--- src/rtl/arb3_pkg.sv ---
// arb3_pkg: shared types and constants for the three-way round-robin arbiter
package arb3_pkg;
  typedef enum logic {IDLE, BUSY} state_t;
  localparam int NUM_REQ = 3;
  localparam int CNT_W = 8;
  localparam logic [1:0] LAST_RST = 2'd2;
endpackage

--- src/rtl/rr_pick3.sv ---
// rr_pick3: combinational round-robin pick of one of three requests, searching from the requester after last
module rr_pick3 (
  input  logic [2:0] req,
  input  logic [1:0] last,
  output logic [2:0] pick,
  output logic       any
);
  logic [1:0] f0, f1, f2;
  // search order last+1, last+2, last (mod 3); first requesting slot wins
  always_comb begin
    f0 = last == 2'd2 ? 2'd0 : last + 2'd1;
    f1 = f0 == 2'd2 ? 2'd0 : f0 + 2'd1;
    f2 = f1 == 2'd2 ? 2'd0 : f1 + 2'd1;
    pick = req[f0] ? 3'b001 << f0 : req[f1] ? 3'b001 << f1 : req[f2] ? 3'b001 << f2 : 3'b000;
    any = |req;
  end
endmodule

--- src/rtl/rr_arbiter3.sv ---
// rr_arbiter3: round-robin valid/ready arbiter over three operands; ARB3_STATS_EN adds per-requester ack counters
import arb3_pkg::*;
module rr_arbiter3 #(
  parameter int WID = 5
) (
  input  logic           clk,
  input  logic           rst,
  input  logic [2:0]     req,
  input  logic [WID-1:0] I0,
  input  logic [WID-1:0] I1,
  input  logic [WID-1:0] I2,
  output logic [2:0]     gnt,
  output logic [2:0]     ack,
  output logic [WID-1:0] OUT,
  output logic           out_valid,
  input  logic           out_ready
`ifdef ARB3_STATS_EN
  ,
  output logic [7:0]     grant_cnt0,
  output logic [7:0]     grant_cnt1,
  output logic [7:0]     grant_cnt2
`endif
);
  state_t state;
  logic [1:0] last, gidx, plast;
  logic [2:0] pick;
  logic any, hs, load;
  logic [WID-1:0] sel;
  assign gidx = gnt[1] ? 2'd1 : gnt[2] ? 2'd2 : 2'd0;
  assign hs = out_valid & out_ready;
  assign load = state == IDLE || hs;
  assign plast = state == BUSY ? gidx : last;
  assign sel = pick[0] ? I0 : pick[1] ? I1 : I2;
  assign ack = gnt & {NUM_REQ{hs & ~rst}};
  rr_pick3 u_pick (.req(req), .last(plast), .pick(pick), .any(any));
  // load a new grant when idle or on a handshake; otherwise hold the current transfer
  always_ff @(posedge clk) begin
    if (rst) begin
      state <= IDLE;
      gnt <= '0;
      OUT <= '0;
      out_valid <= 1'b0;
      last <= LAST_RST;
    end else if (load) begin
      state <= any ? BUSY : IDLE;
      gnt <= pick;
      out_valid <= any;
      if (any) OUT <= sel;
      if (hs) last <= gidx;
    end
  end
`ifdef ARB3_STATS_EN
  logic [CNT_W-1:0] cnt [NUM_REQ];
  assign grant_cnt0 = cnt[0];
  assign grant_cnt1 = cnt[1];
  assign grant_cnt2 = cnt[2];
  // saturating count of completed handshakes per requester
  always_ff @(posedge clk) begin
    for (int k = 0; k < NUM_REQ; k++)
      if (rst) cnt[k] <= '0;
      else if (ack[k] && cnt[k] != '1) cnt[k] <= cnt[k] + 1'b1;
  end
`endif
endmodule

--- config.mk ---
export PLATFORM = sky130hd
export DESIGN_NAME = rr_arbiter3
export DESIGN_NICKNAME = d
export VERILOG_FILES = /design/src/rtl/arb3_pkg.sv /design/src/rtl/rr_pick3.sv /design/src/rtl/rr_arbiter3.sv
export SDC_FILE = /design/constraint.sdc
export NUM_CORES = 1
export LEC_CHECK = 0
export ABC_AREA = 1
export BUFFER_PORTS_ARGS = -buffer_cell sky130_fd_sc_hd__buf_2
export CAP_MARGIN = 20
export CORE_AREA = 2 2 45 47
export DETAILED_ROUTE_END_ITERATION = 10
export DIE_AREA = 0 0 47 49
export GPL_TIMING_DRIVEN = 0
export PLACE_DENSITY = 0.85
export REMOVE_ABC_BUFFERS = 1
export SLEW_MARGIN = 15
export SYNTH_ARGS = -nofsm -noshare
export SYNTH_HDL_FRONTEND = slang
export SYNTH_SLANG_ARGS = --single-unit
--- constraint.sdc ---
create_clock -name clk -period 1.7 [get_ports clk]
set_clock_uncertainty 0.05 [all_clocks]
set_input_delay 0.34 -clock clk [delete_from_list [all_inputs] [get_ports clk]]
set_output_delay 0.34 -clock clk [all_outputs]
set_load 0.01 [all_outputs]
# Yosys cells after proc, flatten, opt, wreduce, memory -nomap -nowiden
# Cells that the tools add are included.
dict set report classes {
  n_addsub 3
  magnitude_cmp 3
  eq_ne 3
  shift 3
  n_mux 18
  n_bitwise 5
  reduce_logical 4
}
# op count
set op_table {}
lappend op_table {{2-to-1 mux 2 bit} 6}
lappend op_table {{2-to-1 mux 5 bit} 2}
lappend op_table {{< comparator 2 x 3 -> 1 bit (second input constant)} 3}
lappend op_table {{2-to-1 mux 3 bit} 3}
lappend op_table {{<< shifter 1 x 2 -> 3 bit (first input constant)} 3}
lappend op_table {{adder 2 x 1 -> 2 bit (second input constant)} 3}
lappend op_table {{binary-select mux 1 bit (select 2 bit)} 3}
lappend op_table {{== test 2 bit (second input constant)} 3}
lappend op_table {{2-to-1 mux 1 bit} 4}
lappend op_table {{AND reduction 2 bit} 2}
lappend op_table {{bitwise AND 3 bit} 1}
lappend op_table {{OR reduction 3 bit} 1}
lappend op_table {{bitwise AND 1 bit} 2}
lappend op_table {{NOT 1 bit} 2}
lappend op_table {{logical OR 1 bit} 1}
dict set report word_totals {
  register_bits 12
  inputBits 21
  out_inout_bits 12
  wordCells 44
}

# Longest topological paths before layout
# Gate-level depths: netlist of run 1.
dict set report depth {
  ltp_word 16
  depth_mapped 11
  mapped_depth_nobuf 11
}

# Cells and area by module
# A second synthesis of run 1 with hierarchy kept.
dict set report unflattened {
  cells_unflattened 137
  hier_area_um2 783.3
}
# mod instances cells_each area_per_inst_um2 seq_area_each_um2
set modules_own_cells {}
lappend modules_own_cells {rr_arbiter3 1 112 658.1 220.2}
lappend modules_own_cells {rr_pick3 1 25 125.1 0.0}

# Least setup slack after synthesis of run 1
# No wires, ideal clock.
dict set report synth_path {
  path_kind {reg-to-reg}
  startpoint {reg out_valid}
  endpoint {reg OUT[2]}
  setup_ps 122
  arrival_time_ps 1323
  required_time_ps 1528
  setup_slack_ps 205
  path_stages_with_launch 9
  path_buffers 0
  synth_period_minus_slack_ps 1495
  cell_sequence {dfxtp_1 > nand3_2 > nand3_1 > nor2_1 > nand3b_1 > nand2_2 > nand3_1 > nand3_1 > a21oi_2}
}
dict set report synth_between {
  elab_chain_len 3
}
# element line
set synth_lines {}
lappend synth_lines {{from (decl)} rr_arbiter3.sv:15} ;# output logic out_valid,
lappend synth_lines {{from (signal assigned)} rr_arbiter3.sv:47} ;# out_valid <= any;
lappend synth_lines {{bitwise AND 1 bit} rr_arbiter3.sv:30} ;# assign hs = out_valid & out_ready;
lappend synth_lines {{logical OR 1 bit} rr_arbiter3.sv:31} ;# assign load = state == IDLE || hs;
lappend synth_lines {{AND reduction 2 bit (no source line)} n/a}
lappend synth_lines {{to (signal assigned)} rr_arbiter3.sv:48} ;# if (any) OUT <= sel;
lappend synth_lines {{to (decl)} rr_arbiter3.sv:14} ;# output logic [WID-1:0] OUT,
# Every way passes these cells.
# A chain may end at the register's enable or synchronous reset.

# Worst setup path after layout of run 1
dict set report layout_path {
  startpoint {reg gnt[2]}
  endpoint {reg OUT[3]}
}
dict set report layout_between {
  elab_chain_len 16
  word_cells_on_any_way 26
  classes_between {3 x add/sub; 3 x eq/ne; 3 x shift; 17 x mux}
}
# element line
set layout_lines {}
lappend layout_lines {{from (decl)} rr_arbiter3.sv:12} ;# output logic [2:0] gnt,
lappend layout_lines {{from (signal assigned)} rr_arbiter3.sv:46} ;# gnt <= pick;
lappend layout_lines {{2-to-1 mux 2 bit * (2 in a row)} rr_arbiter3.sv:29} ;# assign gidx = gnt[1] ? 2'd1 : gnt[2] ? 2'd2 : 2'd0;
lappend layout_lines {{2-to-1 mux 2 bit *} rr_arbiter3.sv:32} ;# assign plast = state == BUSY ? gidx : last;
lappend layout_lines {{adder 2 x 1 -> 2 bit / == test 2 bit (equally long branches)} rr_pick3.sv:11} ;# f0 = last == 2'd2 ? 2'd0 : last + 2'd1;
lappend layout_lines {{2-to-1 mux 2 bit *} rr_pick3.sv:11}
lappend layout_lines {{adder 2 x 1 -> 2 bit / == test 2 bit (equally long branches)} rr_pick3.sv:12} ;# f1 = f0 == 2'd2 ? 2'd0 : f0 + 2'd1;
lappend layout_lines {{2-to-1 mux 2 bit} rr_pick3.sv:12}
lappend layout_lines {{adder 2 x 1 -> 2 bit / == test 2 bit (equally long branches)} rr_pick3.sv:13} ;# f2 = f1 == 2'd2 ? 2'd0 : f1 + 2'd1;
lappend layout_lines {{2-to-1 mux 2 bit} rr_pick3.sv:13}
lappend layout_lines {{binary-select mux 1 bit (select 2 bit)} rr_pick3.sv:14} ;# pick = req[f0] ? 3'b001 << f0 : req[f1] ? 3'b001 << f1 : req[f2] ? 3'b001 << f2 : 3'b000;
lappend layout_lines {{2-to-1 mux 1 bit (implied by the code)} rr_pick3.sv:14}
lappend layout_lines {{2-to-1 mux 3 bit (2 in a row)} rr_pick3.sv:14}
lappend layout_lines {{2-to-1 mux 3 bit *} rr_pick3.sv:14}
lappend layout_lines {{2-to-1 mux 5 bit} rr_arbiter3.sv:33} ;# assign sel = pick[0] ? I0 : pick[1] ? I1 : I2;
lappend layout_lines {{2-to-1 mux 5 bit *} rr_arbiter3.sv:33}
# Mark *: on every way between the ends. The rest lies on a longest branch, timed or not. The select of a mux whose other input is x is not followed.

==> results of run 1 <==
[worst max-delay path: stages (launching register included)]
cell and delay (ns):
dfxtp_1 0.42, nand3_4 0.15, nand2_2 0.13, inv_2 0.04
o2111ai_1 0.07, nand2_1 0.22, inv_1 0.20, nand3_1 0.14
a21oi_2 0.13
[cells by family after synthesis]
kind of cell	Yosys count	share of synthesized area
AOI/OAI and AO/OA	27	0.205
buffers and inverters	31	0.151
and+or+nand+nor	55	0.367
DFF	11	0.277
[area by class of cell]
class / instances / share of cell area
well taps: 27 / 0.0323
repair buffers: 33 / 0.160
flip-flops and latches: 11 / 0.216
multi-input cells: 82 / 0.460
clock buffers: 4 / 0.0251
inverters: 29 / 0.107
[power by group through the flow]
stage / clock network, mW / registers [mW] / logic, mW
after floorplan: 0 / 0.325 / 0.189
after global placement: 0 / 0.314 / 0.284
after detailed placement: 0 / 0.315 / 0.294
after CTS: 0.180 / 0.311 / 0.298
after global routing: 0.196 / 0.317 / 0.346
final: 0.180 / 0.314 / 0.311
[flip-flops by register name, indices dropped and copies added (netlist names)]
register and cells:
OUT 5, last 2, gnt 3, out_valid 1
[worst paths after layout]
| check | from | endpoint | depth (start not counted) |
|---|---|---|---|
| min | rst | last[1]$_SDFFE_PP1P_ | 3 |
| min reg2reg | gnt[1]$_SDFFE_PP0P_ | last[1]$_SDFFE_PP1P_ | 1 |
| max reg2reg | gnt[2]$_SDFFE_PP0P_ | OUT[3]$_SDFFE_PP0P_ | 8 |
| max | gnt[2]$_SDFFE_PP0P_ | OUT[3]$_SDFFE_PP0P_ | 8 |
[layout by cell type (no fill, tap or decap), types with 2 or more instances in the layout]
cell type and instances:
nand2_2 7, buf_2 32, a21oi_2 2, nand4_1 3
dfxtp_1 9, o31ai_1 3, nand2_1 14, nand3_1 19
o211ai_1 2, a21oi_1 10, o21ai_0 7, inv_1 24
clkbuf_4 3, inv_2 4, nor2_1 3, nor2_2 4
[what timing repair did]
item	CTS	global route
pin swaps	0	2
setup endpoints to repair	5	9
gates resized for setup	3	10
setup buffers	0	1
[layer usage]
metal / part of all wire / GRT usage / up-vias
met3: 0.075 / 0.0556 / 2
met2: 0.49 / 0.317 / 38
met4: 0.0029 / 0.0278 / 0
met1: 0.43 / 0.239 / 417
li1: - / - / 480
met5: 0 / 0 / -
==> results.tsv, run 1 <==
metric	value	unit
chip height	49	um
mapped cell area	795	um^2
total gr overflow	0	
Internal Power	0.498	mW
sequential area share after synthesis	0.277	
post-synth cell types	23	
Slew HR	0.433	
power per cell area	770	mW/mm^2
Reg area	225	um^2
most common cell in the netlist	inv_1	
Fillers	198	
P&R area growth vs syn	31.5	%
hold slack	0.228	ns
area leader, netlist	dfxtp_1	
WL/cell	11.2	um
via count	937	
synthesis-stage register bit count	11	
Skew-Pair Late Insertion Delay	0.27	ns
hold buffer count at cts	0	
dpl hpwl	1.62	mm
sequential power share	0.390	
synthesized area per cell	6.41	um^2
commonest register cell after synthesis	dfxtp_1	
multi-input logic area	480	um^2
Layout Cells excl Fill	186	
Worst-path clk slew	0.07	ns
DRC Markers	0	
global placer's final weighted congestion	0.736	
Tcrit/Tclk final	0.949	
count of final hold-check violations	0	
Commonest cells post-synth	inv_1 (25), nand3_1 (19), nand2_1 (17), a21oi_1 (11), dfxtp_1 (11)	
port buffer count	32	
Post-synth EDFFs	0	
PnR worst setup slack	0.0861	ns
FP Rows	16	
CP Launch Type	flop	
GRT Resource Usage Total	0.189	
Switch Pwr	0.307	mW
Nets	181	
RSZ-0062 raised after global routing	false	
crit end category	flop	
critical path arrival	1.77	ns
Ys Warns	0	
number of diodes	0	
Max Buffers Root-to-Sink	2	
final setup fails	0	
VDD IR max	0.000658	V
initial DRC count	36	
CTS Buf Count	3	
Setup Crit Path Kind	reg -> reg	
synthesized instance count	124	
die width	47	um
Synth top area share	0.277	
Synth area leaders	dfxtp_1 (28%), nand3_1 (12%), inv_1 (12%), nand2_1 (8.0%), a21oi_1 (6.9%)	
post-route minimum period	1.61	ns
Overall Power	0.805	mW
Core ar.	0.00184	mm^2
Pre-antenna DRT Iters	4	
H-tree Lvls	1	
Hold Path Class	in -> reg	
achievable clock frequency	0.620	GHz
clock net sink count	11	
switching fraction of total power	0.382	
Max-cap violations	0	
Worst EP required	1.86	ns
# IOs	33	
placed insts	181	
Comb power frac	0.386	
initial antenna violation count	0	
Total Neg Setup Slack	0	ns
largest net degree at the start of global routing	12	
Reg2Reg Setup Slack	0.09	ns
CP max FO	7	
placed instance area	977	um^2
CTS Root Cell	clkbuf_4	
Die ar.	0.00230	mm^2
Clk pwr share	0.223	
DR vias/cell	5.04	
vias in the first global route	796	
post-place setup slack	-0.0580	ns
actual slew at the worst max-slew pin	0.843	ns
status	complete, no violations	
Async S/R FF share, synth	0	
Slew Limit Fails	0	
CTS tree	yes	
Leak	0.571	nW
initial core utilization	0.431	
fraction of layout cells with a size suffix above 1	0.390	
Design Area, Final	0.00104	mm^2
global-route wire length before repair	3.25	mm
WL final	2.08	mm
post-route ant nets	0	
fin util	0.567	
Power figures use the tool's default switching activity.
==> inputs of run 2 (changes only) <==
Settings changed: ABC_AREA 1 to unset, CORE_AREA 2 2 45 47 to 2 2 48 50, DIE_AREA 0 0 47 49 to 0 0 50 52, PLACE_DENSITY 0.85 to 0.87.
==> run 2 against run 1 <==
Area after synthesis rose by 23%. Clock power increased by 8%. Largest cell class unchanged. Power fell by 4.1%. Wire length increased by 23%.
==> results.tsv, run 2 <==
metric	value	unit
die width	50	um
slowest stage delay, CP	0.52	ns
CP max-delay cell	a311oi_2	
# IOs	33	
P&R area growth vs syn	18.8	%
Comb power frac	0.353	
commonest register cell after synthesis	dfxtp_1	
Synth area leaders	dfxtp_1 (23%), o22ai_2 (6.4%), nor2b_1 (5.8%), a211o_1 (4.5%), a221oi_1 (4.5%)	
Die ar.	0.00260	mm^2
CP Launch Type	flop	
initial DRC count	30	
RSZ-0062 raised after global routing	false	
post-route minimum period	1.63	ns
switching fraction of total power	0.358	
Post-synth EDFFs	0	
max reg flops	5	
dpl hpwl	1.80	mm
crit end category	flop	
WL final	2.56	mm
mapped cell area	977	um^2
post-route ant nets	0	
total gr overflow	0	
Clk pwr share	0.252	
Design Area, Final	0.00116	mm^2
DR vias/cell	6.17	
post-synth cell types	38	
GRT Resource Usage Total	0.205	
Leak	0.506	nW
placed instance area	0.00111	mm^2
Slew HR	0.544	
H-tree Lvls	1	
PnR worst setup slack	0.0662	ns
sequential area share after synthesis	0.225	
R2R Path End	OUT[2]$_SDFFE_PP0P_	
WL/cell	14.9	um
Reg2Reg Setup Slack	0.07	ns
count of final hold-check violations	0	
via count	1062	
hold path depth	2	
Biggest register	OUT	
CTS Root Cell	clkbuf_4	
Synth top area share	0.225	
CTS Buf Count	3	
most common cell after layout, fill and taps aside	buf_2	
largest net degree at the start of global routing	18	
WP buf/inv	0	
FP Rows	17	
Nets	166	
power per cell area	665	mW/mm^2
synthesized area per cell	8.42	um^2
worst hold start	rst	
sequential power share	0.396	
post-place setup slack	-0.0403	ns
CTS tree	yes	
synthesized instance count	116	
clock net sink count	11	
crit-path cells	nand3b_2 > a311oi_2 > o311ai_1 > o22ai_2	
status	complete, no violations	
Ys Warns	0	
Setup Crit Path Kind	reg -> reg	
synthesis-stage register bit count	11	
chip height	52	um
Total Neg Setup Slack	0	ns
Skew-Pair Late Insertion Delay	0.28	ns
Max Buffers Root-to-Sink	2	
fraction of layout cells with a size suffix above 1	0.368	
number of diodes	0	
FF-to-FF Start	gnt[1]$_SDFFE_PP0P_	
Overall Power	0.772	mW
global-route wire length before repair	4.06	mm
critical path arrival	1.80	ns
Core ar.	0.00211	mm^2
Switch Pwr	0.276	mW
global placer's final weighted congestion	0.765	
Worst-path clk slew	0.08	ns
actual slew at the worst max-slew pin	0.679	ns
area leader, netlist	dfxtp_1	
Top Family by Delay on Critical Path	compound AO/OA/AOI/OAI gates	
Internal Power	0.496	mW
CP max FO	7	
R2R cell count	4	
Async S/R FF share, synth	0	
initial antenna violation count	0	
VDD IR max	0.000318	V
hold buffer count at cts	0	
Max-cap violations	0	
Commonest cells post-synth	dfxtp_1 (11), nand2_1 (10), nor2b_1 (9), o21ai_0 (7)	
Slew Limit Fails	0	
port buffer count	32	
vias in the first global route	932	
Pre-antenna DRT Iters	4	
Hold Path Class	in -> reg	
final setup fails	0	
Tcrit/Tclk final	0.961	
most common cell in the netlist	dfxtp_1	
Worst EP required	1.86	ns
top flop regs	OUT (5), gnt (3), last (2)	
initial core utilization	0.464	
achievable clock frequency	0.612	GHz
commonest cells after routing, fill and taps aside	buf_2 (33), dfxtp_1 (10), nand2_1 (10), nor2b_1 (9), o21ai_0 (7)	
Hold Crit Endpoint	out_valid$_SDFFE_PP0P_	
DRC Markers	0	
==> run 2: how the worst max path moves through the flow <==
stage	start	endpoint	slack [ns]	depth (start not counted)
6_report	gnt[1]$_SDFFE_PP0P_	OUT[2]$_SDFFE_PP0P_	0.07	4
4_1_cts	out_valid$_SDFFE_PP0P_	OUT[2]$_SDFFE_PP0P_	0.05	4
3_5_place_dp	out_valid$_SDFFE_PP0P_	OUT[1]$_SDFFE_PP0P_	-0.04	4
5_1_grt	gnt[1]$_SDFFE_PP0P_	OUT[4]$_SDFFE_PP0P_	0.003	4
2_1_floorplan	out_valid$_SDFFE_PP0P_	OUT[0]$_SDFFE_PP0P_	0.14	4
3_3_place_gp	out_valid$_SDFFE_PP0P_	OUT[2]$_SDFFE_PP0P_	-0.03	4
==> run 2: what timing repair did <==
item                       in CTS  in global routing
pin swaps                       0                  1
setup buffers                   0                  3
setup endpoints to repair       6                  5
gates cloned                    0                  0
gates resized for setup         1                  2
==> run 2: cell type report <==
| class | instances | area [um^2] |
|---|---|---|
| multi-input combinational | 91 | 683 |
| clock inverter | 1 | 5.00 |
| fill | 202 | 945 |
| timing repair buffer | 35 | 180 |
| inverter | 3 | 11.3 |
| tap | 28 | 35.0 |
| sequential | 11 | 224 |
| clock buffer | 3 | 22.5 |
==> run 2: cells by family (layout without fill, tap and decap cells) <==
kind of cell    after synthesis  count (layout)  share of synthesized area
flops                        11              11                      0.225
compound gates               48              48                      0.434
buf+inv                      14              42                     0.0781
simple gates                 43              43                      0.262
==> run 2: worst register-to-register path: stages, from the launching register on <==
cell      delay [ns]
dfxtp_1         0.38
nand3b_2        0.28
a311oi_2        0.53
o311ai_1        0.21
o22ai_2         0.12
==> run 2: per-layer routing <==
metal,GRT usage,vias up,share of wire
li1,-,509,-
met1,0.265,510,0.42
met2,0.333,36,0.50
met3,0.0172,7,0.054
met4,0.120,0,0.033
met5,0,-,0
==> run 2: per-stage QoR <==
step                cells  utilization  hold slack [ns]
finish                172        0.551            0.216
global placement      165        0.526            0.398
detailed placement    165        0.526            0.408
floorplan             105            -            0.359
CTS                   169        0.540            0.209
global route          172        0.551            0.220
==> run 2: power groups by stage <==
| stage | registers, mW | logic, mW | clock network [mW] |
|---|---|---|---|
| 2_1_floorplan | 0.320 | 0.159 | 0 |
| 3_3_place_gp | 0.310 | 0.254 | 0 |
| 3_5_place_dp | 0.311 | 0.260 | 0 |
| 4_1_cts | 0.305 | 0.261 | 0.195 |
| 5_1_grt | 0.310 | 0.298 | 0.211 |
| 6_report | 0.305 | 0.272 | 0.194 |
